### src/rtl/fetch_unit_if.sv
// Fetch-side bus bundle: instruction-memory request/response, execute
// redirect, and the decoded-instruction handshake toward decode.
interface fetch_unit_if;
    logic        imem_req;
    logic [31:0] imem_addr;
    logic        imem_ack;
    logic [31:0] imem_rdata;
    logic        redirect;
    logic [31:0] redirect_pc;
    logic        ins_valid;
    logic        ins_ready;
    logic [31:0] ins;
    logic [31:0] ins_pc;
    logic [6:0]  op_code;
    logic [2:0]  funct3;
    logic [6:0]  funct7;
    logic [4:0]  rd;
    logic [4:0]  rs1;
    logic [4:0]  rs2;
    logic        fetch_fault;
    logic [31:0] fetch_count;

    // Fetch unit side
    modport master (
        output imem_req, imem_addr, ins_valid, ins, ins_pc,
               op_code, funct3, funct7, rd, rs1, rs2,
               fetch_fault, fetch_count,
        input  imem_ack, imem_rdata, redirect, redirect_pc, ins_ready
    );

    // Memory / execute / decode side
    modport slave (
        input  imem_req, imem_addr, ins_valid, ins, ins_pc,
               op_code, funct3, funct7, rd, rs1, rs2,
               fetch_fault, fetch_count,
        output imem_ack, imem_rdata, redirect, redirect_pc, ins_ready
    );
endinterface

### src/rtl/fetch_unit.sv
// Instruction fetch unit: issues one word request at a time, holds the
// returned instruction until decode takes it, follows execute redirects and
// locks up in FAULT on a misaligned redirect target until reset.
module fetch_unit #(
    parameter logic [31:0] RESET_PC = 32'h0000_0000
) (
    input  logic         clk,
    input  logic         rst,
    fetch_unit_if.master bus
);

    typedef enum logic [1:0] {
        FETCH = 2'd0,
        HOLD  = 2'd1,
        FAULT = 2'd2
    } state_t;

    state_t      state;
    logic [31:0] pc;
    logic [31:0] ins_q;
    logic [31:0] ins_pc_q;
    logic        ins_valid_q;
    logic        fault_q;
    logic [31:0] count_q;

    logic        redirect_aligned;
    logic        redirect_misaligned;

    assign redirect_aligned    = bus.redirect && (bus.redirect_pc[1:0] == 2'b00);
    assign redirect_misaligned = bus.redirect && (bus.redirect_pc[1:0] != 2'b00);

    // Request is a pure state decode, forced low while reset is held
    assign bus.imem_req  = (state == FETCH) && !rst;
    assign bus.imem_addr = pc;

    // Instruction outputs and field slices straight off the held word
    assign bus.ins_valid   = ins_valid_q;
    assign bus.ins         = ins_q;
    assign bus.ins_pc      = ins_pc_q;
    assign bus.op_code     = ins_q[6:0];
    assign bus.rd          = ins_q[11:7];
    assign bus.funct3      = ins_q[14:12];
    assign bus.rs1         = ins_q[19:15];
    assign bus.rs2         = ins_q[24:20];
    assign bus.funct7      = ins_q[31:25];
    assign bus.fetch_fault = fault_q;
    assign bus.fetch_count = count_q;

    // Fetch FSM with all of its registered state in one place
    // NOTE: sequential state uses non-blocking (<=) so every register samples
    // pre-edge values; blocking here would create order-dependent races.
    always_ff @(posedge clk) begin
        if (rst) begin
            state       <= FETCH;
            pc          <= RESET_PC;
            ins_q       <= 32'h0;
            ins_pc_q    <= 32'h0;
            ins_valid_q <= 1'b0;
            fault_q     <= 1'b0;
            count_q     <= 32'h0;
        end else begin
            case (state)
                FETCH: begin
                    if (redirect_misaligned) begin
                        state       <= FAULT;
                        fault_q     <= 1'b1;
                        ins_valid_q <= 1'b0;
                    end else if (redirect_aligned) begin
                        pc          <= bus.redirect_pc;
                        ins_valid_q <= 1'b0;
                    end else if (bus.imem_ack) begin
                        ins_q       <= bus.imem_rdata;
                        ins_pc_q    <= pc;
                        ins_valid_q <= 1'b1;
                        pc          <= pc + 32'd4;
                        state       <= HOLD;
                    end
                end
                HOLD: begin
                    // A handshake counts even when a redirect lands with it
                    if (ins_valid_q && bus.ins_ready) begin
                        count_q <= count_q + 32'd1;
                    end
                    if (redirect_misaligned) begin
                        state       <= FAULT;
                        fault_q     <= 1'b1;
                        ins_valid_q <= 1'b0;
                    end else if (redirect_aligned) begin
                        pc          <= bus.redirect_pc;
                        ins_valid_q <= 1'b0;
                        state       <= FETCH;
                    end else if (bus.ins_ready) begin
                        ins_valid_q <= 1'b0;
                        state       <= FETCH;
                    end
                end
                FAULT: begin
                    ins_valid_q <= 1'b0;
                end
                default: begin
                    state <= FAULT;
                end
            endcase
        end
    end

endmodule
### src/flat_wrapper.sv
// flat-port wrapper written by rule: the top's interface ports become plain ports
module fetch_unit_flat 
#(
    parameter logic [31:0] RESET_PC = 32'h0000_0000
)
  (clk, rst, bus_imem_req, bus_imem_addr, bus_ins_valid, bus_ins, bus_ins_pc, bus_op_code, bus_funct3, bus_funct7, bus_rd, bus_rs1, bus_rs2, bus_fetch_fault, bus_fetch_count, bus_imem_ack, bus_imem_rdata, bus_redirect, bus_redirect_pc, bus_ins_ready);
  fetch_unit_if bus_i ();
  input  logic clk;
  input  logic rst;
  output wire logic [$bits(bus_i.imem_req)-1:0] bus_imem_req;
  output wire logic [$bits(bus_i.imem_addr)-1:0] bus_imem_addr;
  output wire logic [$bits(bus_i.ins_valid)-1:0] bus_ins_valid;
  output wire logic [$bits(bus_i.ins)-1:0] bus_ins;
  output wire logic [$bits(bus_i.ins_pc)-1:0] bus_ins_pc;
  output wire logic [$bits(bus_i.op_code)-1:0] bus_op_code;
  output wire logic [$bits(bus_i.funct3)-1:0] bus_funct3;
  output wire logic [$bits(bus_i.funct7)-1:0] bus_funct7;
  output wire logic [$bits(bus_i.rd)-1:0] bus_rd;
  output wire logic [$bits(bus_i.rs1)-1:0] bus_rs1;
  output wire logic [$bits(bus_i.rs2)-1:0] bus_rs2;
  output wire logic [$bits(bus_i.fetch_fault)-1:0] bus_fetch_fault;
  output wire logic [$bits(bus_i.fetch_count)-1:0] bus_fetch_count;
  input wire logic [$bits(bus_i.imem_ack)-1:0] bus_imem_ack;
  input wire logic [$bits(bus_i.imem_rdata)-1:0] bus_imem_rdata;
  input wire logic [$bits(bus_i.redirect)-1:0] bus_redirect;
  input wire logic [$bits(bus_i.redirect_pc)-1:0] bus_redirect_pc;
  input wire logic [$bits(bus_i.ins_ready)-1:0] bus_ins_ready;
  assign bus_imem_req = bus_i.imem_req;
  assign bus_imem_addr = bus_i.imem_addr;
  assign bus_ins_valid = bus_i.ins_valid;
  assign bus_ins = bus_i.ins;
  assign bus_ins_pc = bus_i.ins_pc;
  assign bus_op_code = bus_i.op_code;
  assign bus_funct3 = bus_i.funct3;
  assign bus_funct7 = bus_i.funct7;
  assign bus_rd = bus_i.rd;
  assign bus_rs1 = bus_i.rs1;
  assign bus_rs2 = bus_i.rs2;
  assign bus_fetch_fault = bus_i.fetch_fault;
  assign bus_fetch_count = bus_i.fetch_count;
  assign bus_i.imem_ack = bus_imem_ack;
  assign bus_i.imem_rdata = bus_imem_rdata;
  assign bus_i.redirect = bus_redirect;
  assign bus_i.redirect_pc = bus_redirect_pc;
  assign bus_i.ins_ready = bus_ins_ready;
  fetch_unit #(.RESET_PC(RESET_PC)) u_core (.clk(clk), .rst(rst), .bus(bus_i));
endmodule
### config.mk
export PLATFORM = sky130hd
export DESIGN_NAME = fetch_unit_flat
export DESIGN_NICKNAME = d
export VERILOG_FILES = /design/src/rtl/fetch_unit_if.sv /design/src/rtl/fetch_unit.sv /design/src/flat_wrapper.sv
export SDC_FILE = /design/constraint.sdc
export NUM_CORES = 1
export LEC_CHECK = 0
export CORE_MARGIN = 3
export CORE_UTILIZATION = 40
export CTS_BUF_LIST = sky130_fd_sc_hd__clkbuf_8
export DETAILED_ROUTE_END_ITERATION = 10
export GPL_TIMING_DRIVEN = 0
export PLACE_DENSITY = 0.74
export SYNTH_ARGS = -nofsm -noshare
export SYNTH_HDL_FRONTEND = slang
export SYNTH_SLANG_ARGS = --single-unit
### constraint.sdc
create_clock -name clk -period 2.71 [get_ports clk]
set_input_delay 0.6775 -clock clk [delete_from_list [all_inputs] [get_ports clk]]
set_output_delay 0.6775 -clock clk [all_outputs]
set_load 0.005 [all_outputs]
=== After elaboration in Yosys (flattened, before gate mapping) ===
Index checks and enable logic that the tools add are counted.

* Input port bits: 69
* Bits in latches: 0
* Output and inout bits: 163
* Logic and storage cells: 59
* Memories kept: 0
* Register bits after elaboration: 132
* ROM bits: 0
* RAM bits: 0

* Multiplexer cells: 20
* Reductions and logical operators: 17
* Add/subtract/negate cells: 2
* Divide/modulo/power cells: 0
* Shifts and indexed selects: 0
* $lt $le $gt $ge: 0
* Bitwise operators: 3
* Equality and inequality tests: 10
* Multipliers: 0

{| class="wikitable"
|+ Operators by type and width
! kind !! count
|-
| $mux 32 || 5
|-
| $pmux 32 s2 || 1
|-
| $add 32x1->32 const B || 1
|-
| $add 32x3->32 const B || 1
|-
| $mux 2 || 6
|-
| $ne 4x2->1 const B || 2
|-
| $reduce_and 4->1 || 2
|-
| $mux 1 || 6
|-
| $ne 3x2->1 const B || 2
|-
| $pmux 2 s3 || 1
|-
| $reduce_and 5->1 || 1
|-
| $logic_and 1x1->1 || 4
|-
| $logic_not 2->1 || 2
|-
| $ne 2x2->1 const B || 2
|-
| $reduce_and 2->1 || 2
|-
| $reduce_bool 2->1 || 2
|-
| $ne 3x3->1 const B || 1
|-
| $not 1->1 || 3
|-
| $pmux 1 s3 || 1
|-
| $reduce_and 3->1 || 1
|-
| $reduce_bool 3->1 || 1
|-
| $eq 2x1->1 const B || 1
|-
| $eq 2x2->1 const B || 1
|-
| $ne 2x1->1 const B || 1
|-
| other kinds (2) || 2
|}

=== Longest topological paths before layout ===
Gate-level depths: netlist (run 1).

* Depth after elaboration: 5
* Gate-level depth with buffers: 9
* Gate-level depth less buffers: 7

=== Worst setup path before layout (run 1) ===
Ideal clock, no wire load.

* Kind: input port to output port
* Start point: input rst
* End point: output bus_imem_req
* Stages on the path: 4
* Setup slack: 488 ps
* Buffers on the path: 3
* Data required time: 2,033 ps
* Arrival time: 1,545 ps
* Cells stage by stage: clkbuf_1 clkbuf_1 clkbuf_1 nor2_1

* Longest elaborated chain between the ends: 2

{| class="wikitable"
|+ Ends and longest elaborated chain
! item !! line !! text
|-
| start, declared || flat_wrapper.sv:9 || <nowiki>input logic rst;</nowiki>
|-
| $logic_not 1->1 || fetch_unit.sv:33 || <nowiki>assign bus.imem_req = (state == FETCH) && !rst;</nowiki>
|-
| $logic_and 1x1->1 || fetch_unit.sv:33 ||
|-
| end, declared || flat_wrapper.sv:10 || <nowiki>output wire logic [$bits(bus_i.imem_req)-1:0] bus_imem_req;</nowiki>
|}

No other way between the ends.

=== Worst setup path in the final report (run 1) ===
* Start point: input bus_imem_ack
* End point: register u_core.ins_pc_q[16], in the netlist u_core.bus.ins_pc[16]

* Longest elaborated chain between the ends: 1

{| class="wikitable"
|+ Ends and longest elaborated chain
! item !! line !! text
|-
| start, declared || flat_wrapper.sv:23 || <nowiki>input wire logic [$bits(bus_i.imem_ack)-1:0] bus_imem_ack;</nowiki>
|-
| $reduce_and 4->1 (no line) || -- ||
|-
| end signal, assigned || fetch_unit.sv:73 || <nowiki>ins_pc_q <= pc;</nowiki>
|-
| end, declared || fetch_unit.sv:21 || <nowiki>logic [31:0] ins_pc_q;</nowiki>
|}

No other way between the ends.
A chain may end at the register's enable or synchronous reset.

==> results.cfg, run 1 <==
[die]
die_area_um2 = 17000
core_area_um2 = 14900
die_w_um = 131
row_count = 44
initial_utilization_pct = 41.7
io_pins = 232
die_y_um = 131

[sta]
worst_slew_pin_slew_ps = 1240
slew_headroom_pct = 16.7
hold_viol = 0
setup_violations = 0
fmax_ghz = 0.386
fin_ws_ps = 117
finalClockSkew_ps = 10.8
fin_tns_setup_ps = 0
period_share_pct = 95.7
rsz0062_at_grt = no
holdWs_ps = 454
maxSlewViolCount = 0
fin_crit_ps = 2590

[final_layout]
mostFrequentLayoutCell = clkdlybuf4s50_1
seqCellArea_um2 = 2640
n_antenna_cell = 0
multi_input_area_um2 = 3080
drive_above_1_share_pct = 9.33
final_cell_mix = clkdlybuf4s50_1 (228), nand2_1 (166), dfxtp_1 (132), a21oi_1 (104), nor2_1 (53)
area_growth_pct = 46.9
fin_nets = 1103
fin_cells = 1224
post-route-util_pct = 61.3
final.fill_count = 1391

[drt]
vias = 6501
drtIter0Drc = 447
drc = 0
wl_per_cell_um = 16.5
ant_nets = 0
dr.pass1.iters = 5
via_per_inst = 5.31
totalWireLength_mm = 20.2

[grt]
grt_pass1_vias = 6129
grt_pass1_wl_mm = 31.6
antenna_found_initial = 0
grt_max_degree = 20
grt_usage_pct = 23.4
grt-ovfl-total = 0

[power_and_ir_drop]
cellLeakagePower_uw = 0.00321
ir_worst_vdd_mv = 0.303
powerDensity_nw_per_um2 = 541

[placement]
portBuffers = 230
pre_cts_ws_ps = -1080
dpl.hpwl_mm = 14.9
dp_cells = 1195
gp_congestion = 0.885

[clock_network]
worst_skew_pair.late_latency_ps = 450
clk_pin_slew_ps = 80
cts_root_buf = clkbuf_8
clock_sinks = 132
cts_buffer_depth = 2
cts_buffers = 17
htreeDepth = 4
postCtsSetupRepairBufs = 0
cts_tree = yes

[yosys]
netlist_area_um2 = 6200
syn_inst = 781
synth_edf_count = 0
yosysWarnings = 0
syn_avg_cell_area_um2 = 7.94
ys_ff_latch = 132
syn_nets = 856
synthArstFlopShare_pct = 0
yosysSeqAreaShare_pct = 42.6
ys_types = 61
synthFlopType = dfxtp_1

[critical_path]
start_kind = input pin
reg2regPathDepth = 7
end_kind = flip-flop
required_ps = 3090
critPathKind = in -> reg
r2r-start = u_core.state[0]
worst_ep_arrival_time_ps = 2980
regToRegEndpoint = u_core.bus.ins_pc[16]
cp_max_fo = 10
reg2reg_slack_ps = 230

[worst_hold_path]
holdCritPathClass = reg -> reg
min_path_cells = 2
min_from = u_core.bus.ins_pc[6]
hold_path_end = u_core.bus.ins_pc[6]

[job]
maxCapViolCount = 0

[status]
outcome = finished, final reports clean
==> power by group <==
part,internal [uW],leakage (uW),switching [uW]
Clock,802,0.000177,807
Sequential,2050,0.00107,146
Combinational,572,0.00197,553
==> final cells by class <==
| type | count | share of cell area [%] |
|---|---|---|
| multi-input cells | 557 | 33.7 |
| well taps | 184 | 2.53 |
| repair buffers | 230 | 25.2 |
| clock inverters | 14 | 1.55 |
| plain buffers | 79 | 4.92 |
| flip-flops and latches | 132 | 29.0 |
| clock buffers | 17 | 2.57 |
| inverters | 11 | 0.453 |
==> critical path: stages <==
cell and delay, ps:
clkdlybuf4s50_1 570, nand2_1 80, nor2_1 930, clkbuf_1 460, nand2_1 120, a21oi_1 130
==> Yosys cell counts, types with 10 or more instances <==
cell        n  area (um^2)
a21oi_1   104          521
and3_1     16          100
buf_2      10         50.1
buf_4      34          255
clkbuf_1   33          124
dfxtp_1   132         2640
inv_1      11         41.3
nand2_1   166          623
nand3_1    20          100
nand4_1    22          138
nor2_1     53          199
nor3_1     12         60.1
o21ai_0    28          140
o22ai_1    10         62.6
xor2_1     18          158
==> metrics by stage <==
stage                     power (uW)  area, um^2
after floorplan                 2770        6200
after global placement          3340        8730
after detailed placement        3350        8730
after CTS                       4960        9110
after global routing            5170        9110
final                           4930        9110
==> timing repair <==
| action | CTS | global route |
|---|---|---|
| endpoints found under the setup margin | 1 | 1 |
| endpoints found under the hold margin | 0 | 0 |
| gates resized for setup | 4 | 4 |
| hold buffers | 0 | 0 |
==> worst max-delay path by stage <==
stage               cells past startpoint  slack [ps]       startpoint                    end
floorplan                               4         490              rst           bus_imem_req
global placement                        6       -1050              rst           bus_imem_req
detailed placement                      6       -1080              rst           bus_imem_req
CTS                                     5          20  u_core.state[0]           bus_imem_req
global route                            6          70     bus_imem_ack   u_core.bus.ins_pc[8]
finish                                  6         120     bus_imem_ack  u_core.bus.ins_pc[16]
==> metal layers <==
| metal | routed length, um | share of wire [%] | vias up | global-route usage (%) |
|---|---|---|---|---|
| met5 | 0 | 0 | - | 0 |
| met4 | 425 | 2.1 | 0 | 8.41 |
| met3 | 2080 | 10 | 35 | 7.52 |
| met2 | 9400 | 47 | 283 | 37.3 |
| met1 | 8280 | 41 | 2994 | 30.0 |
| li1 | - | - | 3189 | - |
==> state kept, by name, summed over array words and instances, names as in the netlist <==
register,count
u_core.bus.imem_addr,32
u_core.bus.ins,32
u_core.state,2
u_core.bus.fetch_count,32
u_core.bus.fetch_fault,1
u_core.bus.ins_valid,1
u_core.bus.ins_pc,32
==> logic make-up (layout without fill, tap and decap cells) <==
logic type	Yosys count	in the layout	synth area share [%]
AOI/OAI and AO/OA	183	183	17.3
muxes	8	8	1.31
DFF	132	132	42.6
adders and majority gates	6	6	1.21
buffers and inverters	92	351	7.85
and+or+nand+nor	337	337	26.4
xor gates and xnor gates	23	23	3.25
(Power assumes the default switching activity.)
==> inputs of run 2 (changes only) <==
- CTS_CLUSTER_DIAMETER: not set -> 40
==> results of run 2 <==
No change in the layout: final DEF, timing and power equal those of run 1.
==> inputs of run 3 (changes only) <==
- ABC_CLOCK_PERIOD_IN_PS: not set -> 2710
==> results of run 3 <==
No change in the layout: final DEF, timing and power equal those of run 1.
